File: src/rtl/pipeline_register_chain.sv
// pipeline_register_chain: DEPTH-stage rd/result/we/valid chain with stall bubbles, hold, flush; optional bubble counter via PIPEREG_BUBBLE_COUNT_EN
module pipeline_register_chain #(
  parameter int DATA_W = 32,
  parameter int RD_W = 4,
  parameter int DEPTH = 1
) (
  input  logic                  clk,
  input  logic                  rst,
  input  logic                  stall,
  input  logic                  hold,
  input  logic                  flush,
  input  logic                  invalid_in,
  input  logic [RD_W-1:0]       rd_in,
  input  logic [DATA_W-1:0]     alu_result_in,
  input  logic                  regfile_we_in,
  output logic [RD_W-1:0]       rd_out,
  output logic [DATA_W-1:0]     alu_result_out,
  output logic                  regfile_we_out,
  output logic                  valid_out,
  output logic [DEPTH*RD_W-1:0] tap_rd,
  output logic [DEPTH-1:0]      tap_we,
  output logic [31:0]           bubble_count
);
  logic [RD_W-1:0]   rd_q  [DEPTH];
  logic [DATA_W-1:0] alu_q [DEPTH];
  logic [DEPTH-1:0]  we_q, valid_q;
  // stage registers: flush clears valids, hold freezes, stall squashes stage 0 to a bubble
  always_ff @(posedge clk or posedge rst)
    if (rst) begin
      for (int k = 0; k < DEPTH; k++) begin
        rd_q[k] <= '0;
        alu_q[k] <= '0;
      end
      we_q <= '0;
      valid_q <= '0;
    end else if (flush) begin
      valid_q <= '0;
    end else if (!hold) begin
      rd_q[0] <= stall ? rd_q[0] : rd_in;
      alu_q[0] <= stall ? alu_q[0] : alu_result_in;
      we_q[0] <= stall ? we_q[0] : regfile_we_in;
      valid_q[0] <= !stall && !invalid_in;
      for (int k = 1; k < DEPTH; k++) begin
        rd_q[k] <= rd_q[k-1];
        alu_q[k] <= alu_q[k-1];
        we_q[k] <= we_q[k-1];
        valid_q[k] <= valid_q[k-1];
      end
    end
  for (genvar k = 0; k < DEPTH; k++) begin : g_tap
    assign tap_rd[k*RD_W +: RD_W] = rd_q[k];
  end
  assign tap_we = we_q & valid_q;
  assign rd_out = rd_q[DEPTH-1];
  assign alu_result_out = alu_q[DEPTH-1];
  assign regfile_we_out = tap_we[DEPTH-1];
  assign valid_out = valid_q[DEPTH-1];
`ifdef PIPEREG_BUBBLE_COUNT_EN
  logic [31:0] bubble_cnt;
  // saturating count of bubbles entering stage 0
  always_ff @(posedge clk or posedge rst)
    if (rst) bubble_cnt <= '0;
    else if (!flush && !hold && (stall || invalid_in) && bubble_cnt != '1) bubble_cnt <= bubble_cnt + 32'd1;
  assign bubble_count = bubble_cnt;
`else
  assign bubble_count = '0;
`endif
endmodule
File: config.mk
export PLATFORM = sky130hd
export DESIGN_NAME = pipeline_register_chain
export DESIGN_NICKNAME = d
export VERILOG_FILES = /design/src/rtl/pipeline_register_chain.sv
export SDC_FILE = /design/constraint.sdc
export NUM_CORES = 1
export LEC_CHECK = 0
export ABC_CLOCK_PERIOD_IN_PS = 1070
export BUFFER_PORTS_ARGS = -buffer_cell sky130_fd_sc_hd__buf_4
export CELL_PAD_IN_SITES_DETAIL_PLACEMENT = 0
export CELL_PAD_IN_SITES_GLOBAL_PLACEMENT = 1
export CORE_MARGIN = 5
export CORE_UTILIZATION = 27
export DETAILED_ROUTE_END_ITERATION = 16
export GPL_ROUTABILITY_DRIVEN = 0
export MAX_ROUTING_LAYER = met4
export PLACE_DENSITY_LB_ADDON = 0.1
export SLEW_MARGIN = 20
export SYNTH_ARGS = -nofsm -noshare
export SYNTH_HDL_FRONTEND = slang
export SYNTH_SLANG_ARGS = --single-unit
File: constraint.sdc
create_clock -name clk -period 1.07 [get_ports clk]
set_input_delay 0.214 -clock clk [delete_from_list [all_inputs] [get_ports clk]]
set_output_delay 0.214 -clock clk [all_outputs]
set_load 0.05 [all_outputs]
==> run summary, run 1 <==
The number of failing hold endpoints at the final stage was 0. The synthesized area came out at 1724 um^2. Detailed placement finished with a half-perimeter wire length of between 2000 and 3000 um. The library cells used most frequently in the layout, excluding fill and tap cells, are sky130_fd_sc_hd__buf_4 (45), sky130_fd_sc_hd__buf_6 (43), sky130_fd_sc_hd__dfrtp_1 (36). The critical path endpoint category is a primary output.

The multi-input combinational cells in the finished layout cover a total of 576.8 um^2. The yosys synthesis warning count is 0. The run finished, with violations left. For the worst-skew pair, the clock arrives at the later sink with an insertion delay of about 0.28 ns. The slowest stage of the critical path belongs to the cell sky130_fd_sc_hd__dfrtp_2. The area of the core came out at 6277 um^2.

The final non-filler cell total is 288. The number of filler instances in the final layout is 624. The final count of pins violating max slew is 0.

The number of placed instances with taps included is between 200 and 300. The final worst setup slack came out at -0.1104 ns. The clock-pin transition on the worst setup and hold timing paths is approximately 0.060 ns. The worst setup path is launched from a register. The number of antenna violations at the first check in global routing was 0. Summing the sequential cell areas from Yosys gives a little under three fifths of the chip area. Once the floorplan was initialized, standard cells occupied ~27% of the core. The mean number of vias per cell is roughly 3.8. Global routing used 9.576% of the available tracks across all layers. The initial DRC count is 6. The tool flagged a number of max-cap violations equal to 0. For this run, design rule violations remaining after detail routing come to 0. CTS placed an instance of sky130_fd_sc_hd__clkbuf_8 at the clock tree root. The share of layout cells above drive strength 1 is 63.98%.

At the worst endpoint, the arrival time is approximately 0.97 ns. The area growth from synthesis to layout is 49.78%. The worst-case clock buffer depth is 2. Along the worst path, the maximum fanout reaches 2.

The final critical path time including I/O delays and setup is approximately 1.2 ns. Dividing the synthesized area by the synthesized cell count gives 14.13 um^2. The register area is 953.4 um^2. The routed design has approximately 3800 um of wire. Clock tree synthesis inserted a total of 5 buffers. The highest attainable clock frequency is approximately 850 MHz. The site row count came out at 29. The count of buffers from port buffering is 85. The number of diodes added for antenna fixing is 0. Sorting the synthesized cells by area gives the leading types as sky130_fd_sc_hd__dfrtp_1 (55%), sky130_fd_sc_hd__mux2_2 (23%), sky130_fd_sc_hd__buf_4 (16%). Entering global routing, the biggest net connects 39 pins. Power spread over the standard cell area amounts to 2030 nW/um^2. The floorplan die width came out at about 90 um. For this run the aggregate overflow at the end of global routing stands at 0. The top cell type's share of synthesized area came out at 55.15%.

Between clock sinks in the finished design, the worst skew comes to 0 ns. The number of iterations in the first detailed-routing pass came out at 3. The clock net sink count is 38. Measured along the y axis, the die boundary spans 89.91 um.

In this run the static leakage power is 1.242 nW. The critical path goes through and2_4, buf_6. Detailed routing inserted a total of around 1100 vias. The die covers 8084 um^2. The worst-case IR drop observed on VDD is 0.7865 mV. The commonest non-fill, non-tap cell in the layout is sky130_fd_sc_hd__buf_4. Setup repair after global routing could not meet its margin everywhere. The design draws 5.243 mW. The synthesized netlist contains 12 unique library cells. The part of the cycle the worst path needs is 110.3%.

The final reports fail on setup timing. In this run the worst hold path is classified as primary input to register. Synthesis produced roughly 120 cells. The kind of critical path is register to primary output. The required time of the critical path is 0.86 ns. The utilization after layout came out at 41.14%. The mean routed wirelength per cell is 13.14 um. Synthesis inferred 38 register bits.

The biggest area contributor in the post-synthesis netlist is sky130_fd_sc_hd__dfrtp_1. The H-tree level count came out at 2. The number of nets in the layout is 254.

The remaining antenna violation count after routing came out at 0. The number of failing setup endpoints in the final timing report is 7. On the worst path, the slowest cell contributes a delay of 0.40 ns. During I/O placement, the number of pins put on the boundary was 118. The wire length of the first global-routing pass came out at 6210 um. TritonCTS built the clock tree. The number of global-route vias before repair is 1257.
[critical path, delay by kind of cell (launching register included)]
family / cells / cell delay, ns
buffers and inverters: 1 / 0.14
flip-flops: 1 / 0.40
AND/OR/NAND/NOR: 1 / 0.14
[through the flow]
stage                     hold slack (ns)  cell area, um^2  setup TNS [ns]  setup WS (ns)
after floorplan                    0.1800             1849          -5.696        -0.1747
after global placement             0.2751             2312          -7.483        -0.2061
after detailed placement           0.2792             2312          -8.543        -0.2384
after CTS                         0.08652             2575         -0.6127        -0.1337
after global routing              0.08993             2582          -1.209        -0.1494
final                              0.1046             2582         -0.3484        -0.1104
[logic make-up after synthesis]
kind of cell,after synthesis,synth area share (%)
buf+inv,41,18.29
flops,38,55.15
mux,37,24.17
simple gates,4,1.887
compound gates,1,0.2900
other cells,1,0.2175
[flip-flops by register name, summed over array words and instances, names as in the netlist]
register	cells
we_q	1
alu_result_out	32
rd_out	4
valid_out	1
[synth_stat cells (all sizes together)]
cell type / instances
dfrtp: 38
conb: 1
buf: 40
nand2: 1
and2: 1
mux2: 37
nor3: 1
or3: 1
a21oi: 1
inv: 1
[worst paths after layout]
| kind | start | to | slack [ns] | cells past startpoint |
|---|---|---|---|---|
| setup / recovery | valid_out | tap_we | -0.11 | 2 |
| hold / removal | flush | valid_out | 0.10 | 2 |
| setup reg to reg | alu_result_out[10] | alu_result_out[10] | 0.18 | 2 |
| hold reg to reg | we_q | we_q | 0.51 | 1 |
| max in group asynchronous | rst | valid_out | 0.33 | 4 |
| min in group asynchronous | rst | alu_result_out[10] | 0.52 | 4 |
[area by class of cell]
class | instances | share of cell area (%)
Tap cell | 77 | 3.731
Clock buffer | 7 | 2.955
Multi-Input combinational cell | 74 | 22.34
Sequential cell | 38 | 36.92
Timing Repair Buffer | 91 | 33.77
Inverter | 1 | 0.2907
[layer usage]
layer	up-vias	track usage (%)	wire length [um]
met5	-	-	0
met4	0	2.978	29
met3	3	3.673	326
met2	67	15.73	1955
met1	516	10.78	1472
li1	518	-	-
[repair_timing]
action	CTS	global route
gates cloned	0	0
hold buffers	1	0
endpoints found under the setup margin	43	40
hold endpoints to repair	38	0
setup buffers	2	1
resized for setup	43	0
[power by group]
group / internal, mW / switching [mW]
clock: 0.448 / 0.433
sequential: 1.71 / 0.201
combinational: 0.888 / 1.57
(Power assumes the default switching activity.)
==> run 2, diff against run 1 <==
--- a/config.mk
+++ b/config.mk
@@ -9,7 +9,6 @@
 export BUFFER_PORTS_ARGS = -buffer_cell sky130_fd_sc_hd__buf_4
 export CELL_PAD_IN_SITES_DETAIL_PLACEMENT = 0
 export CELL_PAD_IN_SITES_GLOBAL_PLACEMENT = 1
-export CORE_MARGIN = 5
 export CORE_UTILIZATION = 27
 export DETAILED_ROUTE_END_ITERATION = 16
 export GPL_ROUTABILITY_DRIVEN = 0
==> run 2 against run 1 <==
Against the previous run:
- the flow still finishes with violations (setup timing)
- first-iteration DRC count rose to 2.5 times the previous value
- power up 6.0%
- count of clock-buffer cells in the layout down 1
- utilization up 2.4 points
- critical path type unchanged
- largest power group unchanged
==> run summary, run 2 (synthesis results as in run 1) <==
The run finished, with violations left. The checks that failed: setup timing. In this run the worst setup path terminates at tap_we. The final count of pins violating max slew came to 0. The reg-to-reg startpoint is alu_result_out[23]. The final critical path time including I/O delays and setup came out at ~1.2 ns. The register with the most flip-flops in the layout has 32 of them. The detailed router placed 1118 vias in this run.

The I/O pin total is roughly 120. The mean number of vias per cell came out at 3.882. The slack of the worst reg-to-reg path came out at around 0.18 ns. The library cell used most frequently in the layout, excluding fill and tap cells, is sky130_fd_sc_hd__buf_4.

The required time of the critical path came out at 0.86 ns. Buffers placed on the I/O ports in this run total 85. The standby leakage power came out at 1.268 nW. The number of antenna violations at the first check in global routing came to 0.

The number of diodes added for antenna fixing came out at 0. The longest clock path from root to sink contains 2 buffers. For this run, the total global-route usage over all layers was measured as 11.20%. The final worst setup slack came out at -0.1263 ns. Of all nets on the critical path, the largest fanout is 2.

The floorplan step defined a core boundary enclosing around 6000 um^2. In this design, the stage delay of the slowest critical-path cell is 0.41 ns. The number of global-route vias before repair was 1158. The library cells used most frequently in the layout, excluding fill and tap cells, are sky130_fd_sc_hd__buf_4 (47), sky130_fd_sc_hd__buf_6 (43), sky130_fd_sc_hd__dfrtp_1 (36). The critical path launch point is valid_out. For this run, the post-layout net count is ~260. The detailed-route DRC error count came out at 0.

The number of failing hold endpoints at the final stage is 0. The first TritonRoute pass finished after 2 iterations. Of the cells placed in the final design, the portion with a size suffix greater than 1 is around two thirds. After detailed placement, the total cell area comes to about 2300 um^2. The area growth from synthesis to layout came out at 52.32%.

The number of failing setup endpoints in the final timing report came out at 3. The mean routed wirelength per cell came out at between 10 and 15 um. The number of cells on the critical path came out at 2. The number of clock buffers inserted by TritonCTS came out at 5. The register area came out at 953.4 um^2. TritonCTS built the clock tree. The initial utilization of the core area, before any placement, comes to approximately 29%.

Entering global routing, the biggest net connects 38 pins. The utilization after layout is 43.58%. From left edge to right edge, the die measures 81.91 um. The worst-path cell with the longest stage delay is sky130_fd_sc_hd__dfrtp_2. The highest attainable clock frequency is 835.9 MHz. Setup repair after global routing could not meet its margin everywhere. The later-pin clock latency in the skew report came out at approximately 0.28 ns. The final cell area excluding filler cells is 2626 um^2.

Summed over all nets, the half-perimeter wirelength after detailed placement is 2651 um. In this design, the largest share of critical-path delay is due to flip-flops. The part of the cycle the worst path needs came out at 111.8%. The worst setup path is captured at a primary output. The startpoint kind of the worst setup timing path is a register. Traced cell by cell, the critical path runs through and2_4, buf_6. The remaining antenna violation count after routing came out at 0. The root buffer cell chosen for the clock tree is sky130_fd_sc_hd__clkbuf_8. Measured along the y axis, the die boundary spans approximately 82 um.

Between clock sinks in the finished design, the worst skew comes to 0 ns. The worst reg2reg path depth is 2. The H-tree level count came out at 2.

The aggregate global routing overflow is 0. The clock net sink count is 38. The initialized floorplan defines 28 standard-cell rows. The max-cap violation count came out at 0. The area of combinational cells with multiple inputs came out at 576.8 um^2. The die covers 6709 um^2. The clock-pin transition on the worst setup and hold timing paths is around 0.060 ns. At the worst endpoint, the arrival time is 0.98 ns. In this run the critical register-to-register path is captured at alu_result_out[23]. Together, buffers and inverters on the worst path number 1.

The total power divided by cell area is 2117 nW/um^2. The kind of critical path is register to primary output. The initial DRC count came out at 15.

The worst slack at placement came out at -0.2381 ns. The worst hold path belongs to the class primary input to register. The number of filler instances in the final layout came out at between 500 and 600. The wire length after detailed routing is around 3500 um. For the final routed database, the setup TNS stands at -0.3386 ns.

The maximum vdd drop is 0.8149 mV. The first global-routing pass estimated 5347 um of wire.
run 2: repair_timing:
action | in CTS | in global routing
gates resized for setup | 45 | 0
endpoints found under the hold margin | 15 | 0
setup endpoints to repair | 43 | 42
hold buffers | 1 | 0
setup buffers | 2 | 2
run 2: final cells by class:
class / count / area share (%)
clock buffer: 6 / 3.144
sequential: 38 / 36.30
tap: 75 / 3.573
multi-input combinational: 74 / 21.96
inverter: 1 / 0.2859
clock inverter: 1 / 1.143
timing repair buffer: 93 / 33.59
run 2: worst reg2reg max path, cell delays in order (launching register included):
cell,delay [ns]
sky130_fd_sc_hd__dfrtp_1,0.40
sky130_fd_sc_hd__buf_4,0.14
sky130_fd_sc_hd__mux2_2,0.25
run 2: power by group:
group / total, mW / switching [mW] / internal, mW
combinational: 2.45 / 1.56 / 0.889
sequential: 1.91 / 0.201 / 1.71
clock: 1.20 / 0.456 / 0.745
total: 5.56 / 2.22 / 3.34
run 2: per-stage QoR:
stage,power (mW),cells,hold slack [ns]
final,5.559,288,0.1129
after global routing,5.827,288,0.09943
after CTS,5.631,286,0.09756
after detailed placement,4.139,276,0.2668
after global placement,4.114,276,0.2625
after floorplan,3.575,153,0.1800
run 2: routing by layer:
layer | up-vias | routed length (um) | global-route usage [%]
met2 | 71 | 1752 | 18.35
met1 | 525 | 1362 | 12.24
met5 | - | 0 | -
met4 | 0 | 48 | 3.684
li1 | 517 | - | -
met3 | 5 | 324 | 4.667
run 2: how the worst min path moves through the flow:
stage | start | end | slack [ns] | cells past startpoint
global placement | rst | alu_result_out[28] | 0.26 | 3
detailed placement | rst | alu_result_out[14] | 0.27 | 3
finish | flush | valid_out | 0.11 | 2
CTS | flush | valid_out | 0.1 | 2
floorplan | rst | alu_result_out[0] | 0.18 | 1
global route | flush | valid_out | 0.1 | 2
==> run 3, diff against run 2 <==
--- a/config.mk
+++ b/config.mk
@@ -9,7 +9,8 @@
 export BUFFER_PORTS_ARGS = -buffer_cell sky130_fd_sc_hd__buf_4
 export CELL_PAD_IN_SITES_DETAIL_PLACEMENT = 0
 export CELL_PAD_IN_SITES_GLOBAL_PLACEMENT = 1
-export CORE_UTILIZATION = 27
+export CORE_UTILIZATION = 28
+export CTS_BUF_LIST = sky130_fd_sc_hd__clkbuf_2
 export DETAILED_ROUTE_END_ITERATION = 16
 export GPL_ROUTABILITY_DRIVEN = 0
 export MAX_ROUTING_LAYER = met4
==> constraint.sdc (replaced) <==
create_clock -name clk -period 1.07 [get_ports clk]
set_input_delay 0.0535 -clock clk [delete_from_list [all_inputs] [get_ports clk]]
set_output_delay 0.0535 -clock clk [all_outputs]
set_load 0.05 [all_outputs]
==> run 3 against run 2 <==
Against the previous run:
- the flow still finishes with violations (setup timing)
- hold slack improved by 0.12 ns
- via count rose by 15%
- fmax up 2.1%
- power shrank 8.1%
- sequential cell count stayed put
- global-route usage up 1.6 points
- critical endpoint is now regfile_we_out
- largest cell class is now non-clock buffers
- largest power group unchanged
- highest routed layer unchanged
==> run summary, run 3 (synthesis results as in run 1) <==
In the layout the commonest cells are sky130_fd_sc_hd__buf_4 (45), sky130_fd_sc_hd__buf_6 (43), sky130_fd_sc_hd__dlygate4sd3_1 (42). The area growth from synthesis to layout came out at 70.97%. The required time of the critical path is 1.02 ns.

In this run the static leakage power is 1.411 nW. For the worst flop-to-flop path, the logic depth is 3. The number of antenna violations at the first check in global routing came out at 0. The worst-case clock buffer depth is 2. TritonCTS built the clock tree. The cell count of the worst hold path is 4.

The total vias in the final route is ~1300. The number of clock buffers added by TritonCTS is 5. For this run, the post-layout net count is 295.

The number of diodes added for antenna fixing came out at 0. The largest single stage delay on the critical path is 0.45 ns. The floorplan die width is 80.47 um. The number of failing hold endpoints at the final stage is 0. The initial DRC count is 22. The run finished, with violations left.

Port buffering added 85 buffers. The worst setup path is launched from a register. The largest net degree at the start of global routing came out at 39.

Among all stages on the critical path, the largest delay is contributed by sky130_fd_sc_hd__dfrtp_2. Setup repair after global routing could not meet its margin everywhere. The number of failing setup endpoints in the final timing report came out at 3. The area of the core came out at 5921 um^2. The later-pin clock latency in the skew report came out at 0.37 ns. Data arrives at the worst endpoint at 1.12 ns. After detailed routing, the number of remaining DRC violations is 0. The largest fanout on the critical path is 2.

Traced cell by cell, the critical path runs through and2_4, buf_6. The utilization after layout came out at 49.79%. The library cell used most frequently in the layout, excluding fill and tap cells, is sky130_fd_sc_hd__buf_4.

The total power divided by cell area came out at 1733 nW/um^2. The clock-pin transition on the worst setup and hold timing paths came out at ~0.2 ns. The die is 80.47 um tall. Global routing finished with a remaining overflow of 0. The clock net in this run drives a total of 38 sinks. The starting density of the core is between 20% and 30%.

The flip-flop count of the largest register after layout came out at 32. The checks that failed: setup timing. The max-cap violation count is 0. The site row count came out at 28. The path class of the tightest hold or removal check is primary input to register. Derived from the worst setup path, the maximum achievable clock frequency is about 850 MHz. STA classifies the critical path endpoint as a primary output. The I/O pin total came out at 118. After layout, the worst setup slack is -0.1022 ns. The worst slack at placement is -0.09008 ns. The all-layer global routing usage is approximately an eighth. The H-tree level count is 2. The share of layout cells above drive strength 1 came out at 53.36%. The worst path uses 109.5% of the clock period.

The critical path is of the register to primary output type. The wire-length estimate of the detail-placed layout is 2503 um. The final count of pins violating max slew is 0.

The wire length of the first global-routing pass is slightly above 6000 um. The number of iterations in the first detailed-routing pass is 4. The mean number of vias per cell is 3.909. The wire length after detailed routing is slightly below 4000 um. The remaining antenna violation count after routing came out at 0. The number of global-route vias before repair is 1299. The maximum vdd drop came out at 0.8508 mV.

The final critical path time including I/O delays and setup came out at ~1.2 ns. The mean routed wirelength per cell is around 12 um. The root buffer cell is sky130_fd_sc_hd__clkbuf_2. The number of filler instances in the final layout is about 520. The worst setup skew after layout came out at 0 ns. The die covers 6475 um^2.
[run 3: cell type report]
type                            instances  area [um^2]  share of cell area [%]
Sequential cell                        38        952.2                   32.30
Multi-Input combinational cell         74        576.8                   19.57
Inverter                                1        3.754                  0.1273
Timing Repair Buffer                  132         1282                   43.51
Tap cell                               75        93.84                   3.183
Clock buffer                            6        30.03                   1.019
Clock inverter                          2        8.758                  0.2971
[run 3: power by group]
group,switching [mW],internal (mW)
Sequential,0.195,1.70
Combinational,1.60,0.985
Clock,0.465,0.161
[run 3: path summary, 6_finish.rpt]
path	slack, ns	to	startpoint
min reg2reg	0.54	alu_result_out[25]	alu_result_out[25]
max	-0.10	regfile_we_out	valid_out
max reg2reg	0.06	alu_result_out[22]	alu_result_out[22]
min	0.23	alu_result_out[25]	stall
min in group asynchronous	0.26	valid_out	rst
max in group asynchronous	0.58	alu_result_out[3]	rst
[run 3: repair_timing]
| action | in CTS | in global routing |
|---|---|---|
| hold buffers | 42 | 0 |
| endpoints found under the hold margin | 76 | 0 |
| setup endpoints to repair | 27 | 43 |
| buffers inserted | 2 | 1 |
| resized for setup | 26 | 17 |
[run 3: per-stage QoR]
stage	std cells	cell area [um^2]	hold slack (ns)	power (mW)	setup TNS, ns
2_1_floorplan	153	1844	0.1130	3.573	-0.3999
3_3_place_gp	275	2305	0.1334	4.109	-1.626
3_5_place_dp	275	2305	0.1406	4.142	-2.902
4_1_cts	327	2877	0.2044	5.049	-0.4307
5_1_grt	328	2948	0.2102	5.355	-1.515
6_report	328	2948	0.2308	5.108	-0.2947
[run 3: critical path, delay by kind of cell (launching register included)]
family	cells	cell delay (ns)
buf+inv	1	0.15
flops	1	0.45
simple gates	1	0.15
[run 3: per-layer routing]
| metal | vias to the layer above | track usage [%] | part of all wire [%] |
|---|---|---|---|
| li1 | 597 | - | - |
| met1 | 608 | 14.38 | 40 |
| met2 | 73 | 21.27 | 51 |
| met3 | 4 | 3.523 | 7.4 |
| met4 | 0 | 5.357 | 1.6 |
| met5 | - | - | 0 |
